$ cat src/rtl/evt_timestamp_fifo.sv
`default_nettype none
// ============================================================================
// Module   : evt_timestamp_fifo
// Purpose  : Stamps arbiter-granted pixel events with a free-running cycle
//            timestamp and buffers the packed words in a FWFT FIFO.
// Revision : 1.0 - initial release
// ============================================================================
module evt_timestamp_fifo #(
    parameter int ROW_ADD  = 5,
    parameter int COL_ADD  = 5,
    parameter int POLARITY = 2,
    parameter int SIZE     = 32,
    parameter int WIDTH    = 43,
    parameter int DEPTH    = 16
) (
    input  logic                       clk_i,
    input  logic                       reset_i,
    input  logic                       evt_valid_i,
    input  logic [ROW_ADD-1:0]         evt_row_i,
    input  logic [COL_ADD-1:0]         evt_col_i,
    input  logic [POLARITY-1:0]        evt_pol_i,
    output logic                       evt_ready_o,
    output logic [WIDTH-1:0]           data_o,
    output logic                       data_valid_o,
    input  logic                       data_ready_i,
    output logic [$clog2(DEPTH):0]     count_o,
    output logic [15:0]                drop_cnt_o,
    output logic                       pol_err_o
);

    localparam int c_AW = $clog2(DEPTH);

    logic [SIZE-1:0]   r_ts;
    logic [c_AW:0]     r_wr_ptr;
    logic [c_AW:0]     r_rd_ptr;
    logic [WIDTH-1:0]  r_mem [DEPTH];
    logic [15:0]       r_drop_cnt;
    logic              r_pol_err;

    logic              w_full;
    logic              w_empty;
    logic              w_pol_ok;
    logic              w_push;
    logic              w_pop;
    logic [WIDTH-1:0]  w_word;

    // Extra pointer MSB distinguishes a full ring from an empty one.
    assign w_full   = (r_wr_ptr[c_AW] != r_rd_ptr[c_AW]) &&
                      (r_wr_ptr[c_AW-1:0] == r_rd_ptr[c_AW-1:0]);
    assign w_empty  = (r_wr_ptr == r_rd_ptr);
    assign w_pol_ok = (evt_pol_i == POLARITY'(1)) || (evt_pol_i == POLARITY'(2));
    assign w_push   = evt_valid_i && w_pol_ok && !w_full;
    assign w_pop    = !w_empty && data_ready_i;
    assign w_word   = {r_ts, evt_row_i, evt_col_i, (evt_pol_i == POLARITY'(1))};

    assign evt_ready_o  = !w_full;
    assign data_valid_o = !w_empty;
    assign data_o       = r_mem[r_rd_ptr[c_AW-1:0]];
    assign count_o      = r_wr_ptr - r_rd_ptr;
    assign drop_cnt_o   = r_drop_cnt;
    assign pol_err_o    = r_pol_err;

    always_ff @(posedge clk_i or negedge reset_i) begin
        if (!reset_i) begin
            r_ts       <= '0;
            r_wr_ptr   <= '0;
            r_rd_ptr   <= '0;
            r_drop_cnt <= '0;
            r_pol_err  <= 1'b0;
        end else begin
            r_ts      <= r_ts + 1'b1;
            r_pol_err <= evt_valid_i && !w_pol_ok;
            if (w_push) begin
                r_wr_ptr <= r_wr_ptr + 1'b1;
            end
            if (w_pop) begin
                r_rd_ptr <= r_rd_ptr + 1'b1;
            end
            // A valid event arriving while full is lost even if a pop frees a slot this cycle.
            if (evt_valid_i && w_pol_ok && w_full && (r_drop_cnt != 16'hFFFF)) begin
                r_drop_cnt <= r_drop_cnt + 1'b1;
            end
        end
    end

    always_ff @(posedge clk_i) begin
        if (w_push) begin
            r_mem[r_wr_ptr[c_AW-1:0]] <= w_word;
        end
    end

endmodule
`default_nettype wire

$ cat config.mk
export PLATFORM = sky130hd
export DESIGN_NAME = evt_timestamp_fifo
export DESIGN_NICKNAME = d
export VERILOG_FILES = /design/src/rtl/evt_timestamp_fifo.sv
export SDC_FILE = /design/constraint.sdc
export NUM_CORES = 1
export LEC_CHECK = 0
export ABC_AREA = 0
export BUFFER_PORTS_ARGS = -buffer_cell sky130_fd_sc_hd__buf_4
export CORE_MARGIN = 3
export CORE_UTILIZATION = 45
export DETAILED_ROUTE_END_ITERATION = 6
export GPL_TIMING_DRIVEN = 1
export HOLD_SLACK_MARGIN = 0.05
export PLACE_DENSITY = 0.66
export REMOVE_ABC_BUFFERS = 1
export SLEW_MARGIN = 30
export SYNTH_ARGS = -nofsm -noshare
export SYNTH_HDL_FRONTEND = slang
export SYNTH_SLANG_ARGS = --single-unit
$ cat constraint.sdc
create_clock -name clk_i -period 7.7 [get_ports clk_i]
set_clock_uncertainty 0.2 [all_clocks]
set_input_delay 0.385 -clock clk_i [delete_from_list [all_inputs] [get_ports clk_i]]
set_output_delay 0.385 -clock clk_i [all_outputs]
set_load 0.01 [all_outputs]
==> impl_metrics.csv, run 1 <==
group,metric,value,unit
timing,hold_violations,0,
die,ios,83,
synth,synthTopCellsByArea,"edfxtp_1 71%, mux4_2 6.6%, mux2i_1 5.9%",
synth,avgSynthCellArea,19.1,um^2
synth,ys_seq_area_frac,0.759,
critical_path,cp_data_required_time,7.11,ns
timing,fmax,199,MHz
timing,rsz0062_at_grt,"false",
critical_path,path_max_fanout,115,
die,rows,92,
synth,yosysWarningCount,0,
detailed_routing,viasPerCell,5.86,
die,die_h,261,um
synth,synth_edf_count,688,
timing,tightestPinTransition,1.03,ns
global_routing,antenna_found_initial,0,
pwr,p_total,11.7,mW
synth,synth_top_area_frac,0.708,
synth,netlist_area,29200,um^2
clocking,post_cts_buffers,0,
detailed_routing,vias,15000,
clocking,clockBufferDepth,3,
timing,period_minus_slack,5.03,ns
timing,whs,0.0677,ns
cells_and_area,final_cells,2554,
global_routing,grt_max_degree,116,
critical_path,critical_path_class,"flop to output pin",
synth,yosys.area.top_type,"edfxtp_1",
detailed_routing,drt-wirelength-per-cell,25.2,um
clocking,clk_pin_slew,0.06,ns
global_routing,grtUsageTotal,0.190,
clocking,numCtsBuffers,76,
detailed_routing,ant_nets,0,
critical_path,cp-start-kind,"flop",
clocking,post_cts_resized,0,
cells_and_area,n_antenna_cell,0,
critical_path,regToRegSetupSlack,3.35,ns
cells_and_area,drive_gt1_frac,0.201,
clocking,worstSkewPairLatency,0.61,ns
timing,maxSlewViolCount,0,
cells_and_area,nFillCells,4960,
clocking,clockRootBuffer,"clkbuf_16",
placement,gp_congestion,0.764,
pwr,vdd_drop_max,0.271,mV
timing,max_slew_margin,0.314,
pwr,p_leak,11.9,nW
detailed_routing,wirelength,64.3,mm
timing,setup_violations,0,
synth,ys_ff_latch,747,
cells_and_area,fin_nets,1676,
synth,synth_cell_types,49,
clocking,cts_tree,"done",
min_path,holdCritPathClass,"primary input to flop",
placement,place.detailed.hpwl,31.7,mm
synth,synth_ff_type,"edfxtp_1",
detailed_routing,drt-initial-drc-count,1319,
synth,async_reset_ff_frac,0.0790,
synth,yosysMostFrequentCell,"edfxtp_1",
global_routing,grt_pass1_vias,15000,
clocking,hold_buffers,13,
die,core_area,63500,um^2
global_routing,grt-ovfl-total,0,
detailed_routing,firstDrtPassIters,6,
placement,port_buffers,82,
die,chipWidth,261,um
detailed_routing,drc_errors,0,
die,die_area,67900,um^2
clocking,htree_levels,3,
critical_path,cp_data_arrival_time,4.45,ns
cells_and_area,final_util,0.528,
run_status,status,"finished, final reports clean",
timing,tns,0,ns
clocking,cts.sinks,747,
synth,synth_top_cells_by_count,"688 x edfxtp_1, 172 x mux2i_1, 86 x a221oi_1, 86 x mux4_2, 65 x nand2_1",
run,drv_cap,0,
timing,period_share,0.654,
die,initial_core_util,0.459,
placement,place_inst,2402,
cells_and_area,area_growth_syn_to_layout,15.1,%
synth,syn_inst,1523,
pwr,power_density,350,nW/um^2
critical_path,endpoint_kind,"output pin",
global_routing,grt_pass1_wl,95.7,mm
## layout by cell type (no fill, tap or decap), types with 3 or more instances in the layout
master | Yosys | routed
nand2b_1 | 4 | 4
clkinv_2 | 0 | 9
xor2_1 | 11 | 11
clkbuf_16 | 0 | 80
xnor2_1 | 44 | 44
a221oi_1 | 86 | 86
a22oi_1 | 43 | 43
ha_1 | 12 | 12
o21ai_1 | 10 | 10
nor2_4 | 0 | 11
o21ai_0 | 36 | 36
bufinv_16 | 0 | 9
nor2_1 | 19 | 8
clkinv_1 | 1 | 17
mux2_2 | 3 | 3
dlygate4sd3_1 | 0 | 13
o211ai_1 | 5 | 5
inv_1 | 11 | 10
nor3_2 | 0 | 4
nand4_1 | 18 | 18
nand2_1 | 65 | 65
nand3_1 | 19 | 19
clkbuf_8 | 0 | 4
nor4_1 | 5 | 5
dfrtp_1 | 59 | 55
inv_6 | 0 | 3
mux2i_1 | 172 | 172
and4_1 | 5 | 5
mux4_2 | 86 | 86
edfxtp_1 | 688 | 688
buf_4 | 4 | 109
and3_1 | 9 | 9
clkbuf_1 | 34 | 13
## final cells by class
class | count | area, um^2 | area share
clock buffer | 97 | 2110 | 0.0628
clock inverter | 42 | 457 | 0.0136
inverter | 12 | 45.0 | 0.00134
multi-input combinational | 684 | 6730 | 0.200
sequential | 747 | 22100 | 0.660
tap | 846 | 1060 | 0.0315
timing repair buffer | 126 | 1020 | 0.0304
## registers in the layout, summed over array words and instances, names as in the netlist
name and flops:
drop_cnt_o 16, r_wr_ptr 5, pol_err_o 1, r_mem 688
r_rd_ptr 5, r_ts 32
## power by group
part,total (mW),switching (mW),internal (mW)
logic,3.21,1.86,1.35
clock network,3.75,1.51,2.24
registers,4.77,0.183,4.59
total,11.7,3.55,8.18
## critical path, cell delays in order (launching register included)
cell     delay (ns)
dfrtp_4        1.07
buf_6          0.69
buf_12         0.60
mux4_2         0.64
a22oi_1        0.20
nand2_1        0.11
buf_4          0.16
## final timing paths
kind	startpoint	to	depth (start not counted)
max	r_rd_ptr[0]	data_o[35]	6
min	evt_pol_i[0]	pol_err_o	3
max reg2reg	r_rd_ptr[0]	r_mem[4][19]	6
min reg2reg	drop_cnt_o[6]	drop_cnt_o[6]	1
max in group asynchronous	reset_i	r_rd_ptr[1]	2
min in group asynchronous	reset_i	drop_cnt_o[0]	2
## cell families (layout without fill, tap and decap cells)
group                      count (synthesis)  count (layout)  share of synthesized area
DFF                                      747             747                      0.759
muxes                                    262             262                      0.127
AOI/OAI and AO/OA                        188             188                     0.0481
and+or+nand+nor                          166             166                     0.0293
buffers and inverters                     92             277                     0.0142
xor gates and xnor gates                  55              55                     0.0165
adders and majority gates                 13              13                    0.00583
## metrics by stage
| step | area, um^2 | setup slack (ns) |
|---|---|---|
| 3_5_place_dp | 30900 | 3.28 |
| 6_report | 33600 | 2.67 |
| 3_3_place_gp | 30800 | 2.99 |
| 4_1_cts | 33600 | 2.63 |
| 2_1_floorplan | 28800 | -6.21 |
| 5_1_grt | 33600 | 2.40 |
## routing by layer
| metal | GRT usage | vias to the layer above | part of all wire |
|---|---|---|---|
| met1 | 0.271 | 7878 | 0.43 |
| met5 | 0 | - | 0 |
| met4 | 0.0537 | 0 | 0.018 |
| li1 | - | 6498 | - |
| met3 | 0.0370 | 88 | 0.071 |
| met2 | 0.302 | 505 | 0.48 |
Power figures use the tool's default switching activity.
==> inputs of run 2 (changes only) <==
==> constraint.sdc (replaced) <==
create_clock -name clk_i -period 4.8 [get_ports clk_i]
set_clock_uncertainty 0.2 [all_clocks]
set_input_delay 0.24 -clock clk_i [delete_from_list [all_inputs] [get_ports clk_i]]
set_output_delay 0.24 -clock clk_i [all_outputs]
set_load 0.01 [all_outputs]
==> run 2 against run 1 <==
Net effect: clock-buffer cell count is 3 higher; flip-flop and latch count stayed put; clock power is 54% higher; cell count hardly changed; critical path depth is 1 higher; global-route usage is 0.28 points lower; sequential share of layout area is 0.057 points higher; sequential power is 59% higher; critical endpoint is now data_o[30]; largest cell class unchanged; highest routed layer is now met5.
==> impl_metrics.csv, run 2 (same netlist as run 1, synthesis figures left out) <==
group,metric,value,unit
clocking,clk_pin_slew,0.06,ns
clocking,cts.sinks,747,
pwr,vdd_drop_max,0.498,mV
detailed_routing,vias,14900,
critical_path,cp-endpoint,"data_o[30]",
placement,preCtsSetupSlack,0.895,ns
global_routing,grt_pass1_wl,94.9,mm
timing,rsz0062_at_grt,"false",
critical_path,path_max_fanout,60,
timing,hold_violations,0,
global_routing,antenna_found_initial,1,
pwr,p_sw_frac,0.306,
timing,whs,0.0660,ns
placement,gp_congestion,0.785,
critical_path,cp-start-kind,"flop",
pwr,power_density,555,nW/um^2
timing,period_share,0.819,
critical_path,critical_path_class,"flop to output pin",
global_routing,grt-ovfl-total,0,
die,rows,92,
clocking,numCtsBuffers,77,
run,drv_cap,0,
timing,tightestPinTransition,0.985,ns
clocking,cts_tree,"done",
timing,tns,0,ns
pwr,seqPwrFrac,0.408,
critical_path,regToRegEndpoint,"r_mem[14][18]",
timing,setup_violations,0,
clocking,hold_buffers,14,
cells_and_area,final_cells,2555,
detailed_routing,ant_nets,0,
cells_and_area,layout_commonest_cell,"edfxtp_1",
die,initial_core_util,0.459,
detailed_routing,firstDrtPassIters,5,
clocking,clockBufferDepth,3,
clocking,post_cts_buffers,0,
die,core_area,63500,um^2
placement,dpl_cell_area,30900,um^2
pwr,p_int,12.9,mW
pwr,p_total,18.6,mW
die,ios,83,
timing,fmax,254,MHz
critical_path,worstRegToRegCells,7,
die,die_area,67900,um^2
clocking,clockRootBuffer,"clkbuf_16",
placement,place_inst,2403,
critical_path,endpoint_kind,"output pin",
cells_and_area,final_cell_area,33500,um^2
global_routing,grt_pass1_vias,15100,
cells_and_area,final_util,0.528,
detailed_routing,wirelength,62.9,mm
timing,maxSlewViolCount,0,
global_routing,grtUsageTotal,0.187,
global_routing,grt_max_degree,97,
placement,place.detailed.hpwl,33.7,mm
detailed_routing,drc_errors,0,
critical_path,worstSetupStartpoint,"r_rd_ptr[2]",
cells_and_area,fin_nets,1679,
detailed_routing,drt-initial-drc-count,1552,
cells_and_area,drive_gt1_frac,0.200,
die,chipWidth,261,um
pwr,power.switching,5.69,mW
cells_and_area,n_antenna_cell,0,
critical_path,regToRegSetupSlack,0.96,ns
critical_path,worstReg2RegStart,"r_rd_ptr[1]",
critical_path,cp_data_arrival_time,3.49,ns
detailed_routing,drt-wirelength-per-cell,24.6,um
placement,port_buffers,82,
cells_and_area,final_cell_mix,"688 x edfxtp_1, 172 x mux2i_1, 105 x buf_4",
die,die_h,261,um
detailed_routing,viasPerCell,5.82,
clocking,htree_levels,3,
timing,max_slew_margin,0.343,
cells_and_area,multiInputGateArea,6730,um^2
clocking,post_cts_resized,0,
run_status,status,"finished, final reports clean",
cells_and_area,nFillCells,4974,
min_path,holdCritPathClass,"primary input to async pin",
pwr,comb_power_share,0.282,
timing,setup_ws,0.867,ns
pwr,pwr-share-clk,0.310,
cells_and_area,final-seq-area,22100,um^2
critical_path,cp_data_required_time,4.36,ns
pwr,p_leak,11.8,nW
cells_and_area,largest_reg_flops,688,
timing,period_minus_slack,3.93,ns
cells_and_area,area_growth_syn_to_layout,15.0,%
clocking,worstSkewPairLatency,0.61,ns
run 2: cell count changes in the layout (fill, tap and decap cells not counted), sizes merged:
| cell | previous run | this run |
|---|---|---|
| dlygate4sd3 | 13 | 14 |
| clkinv | 27 | 25 |
| clkinvlp | 2 | 4 |
| clkbuf | 97 | 100 |
| buf | 113 | 114 |
| bufinv | 9 | 5 |
run 2: how the worst min path moves through the flow:
stage                     cells past startpoint  slack (ns)     from       endpoint
final                                         2        0.07  reset_i  drop_cnt_o[2]
after floorplan                               0       -0.26  reset_i  drop_cnt_o[0]
after CTS                                     2        0.09  reset_i  drop_cnt_o[6]
after detailed placement                      1        0.20  reset_i  drop_cnt_o[6]
after global placement                        1        0.19  reset_i  drop_cnt_o[6]
after global routing                          2        0.14  reset_i  drop_cnt_o[6]
run 2: power groups by stage:
| stage | Clock [mW] | Sequential [mW] | Combinational, mW |
|---|---|---|---|
| detailed placement | 0 | 7.74 | 5.27 |
| global route | 6.14 | 7.63 | 5.65 |
| floorplan | 0 | 8.04 | 2.79 |
| finish | 5.76 | 7.60 | 5.24 |
| CTS | 5.89 | 7.60 | 5.30 |
| global placement | 0 | 7.72 | 5.25 |
run 2: final cells by class:
type,instances,area share
tap,846,0.0316
timing repair buffer,128,0.0331
multi-input combinational,684,0.201
inverter,12,0.00134
clock buffer,100,0.0625
clock inverter,38,0.0104
sequential,747,0.661
run 2: worst max-delay path, stage by stage, from the launching register on:
cell and delay (ns):
dfrtp_2 0.35, buf_4 0.59, and2_4 0.91, buf_4 0.37
a221oi_1 0.14, a22oi_1 0.24, nand2_1 0.10, buf_4 0.15
run 2: layer usage:
layer / share of wire / vias up / track usage
met1: 0.43 / 7778 / 0.259
met2: 0.48 / 489 / 0.305
met3: 0.063 / 112 / 0.0374
li1: - / 6491 / -
met5: 0.00011 / - / 0
met4: 0.025 / 2 / 0.0540
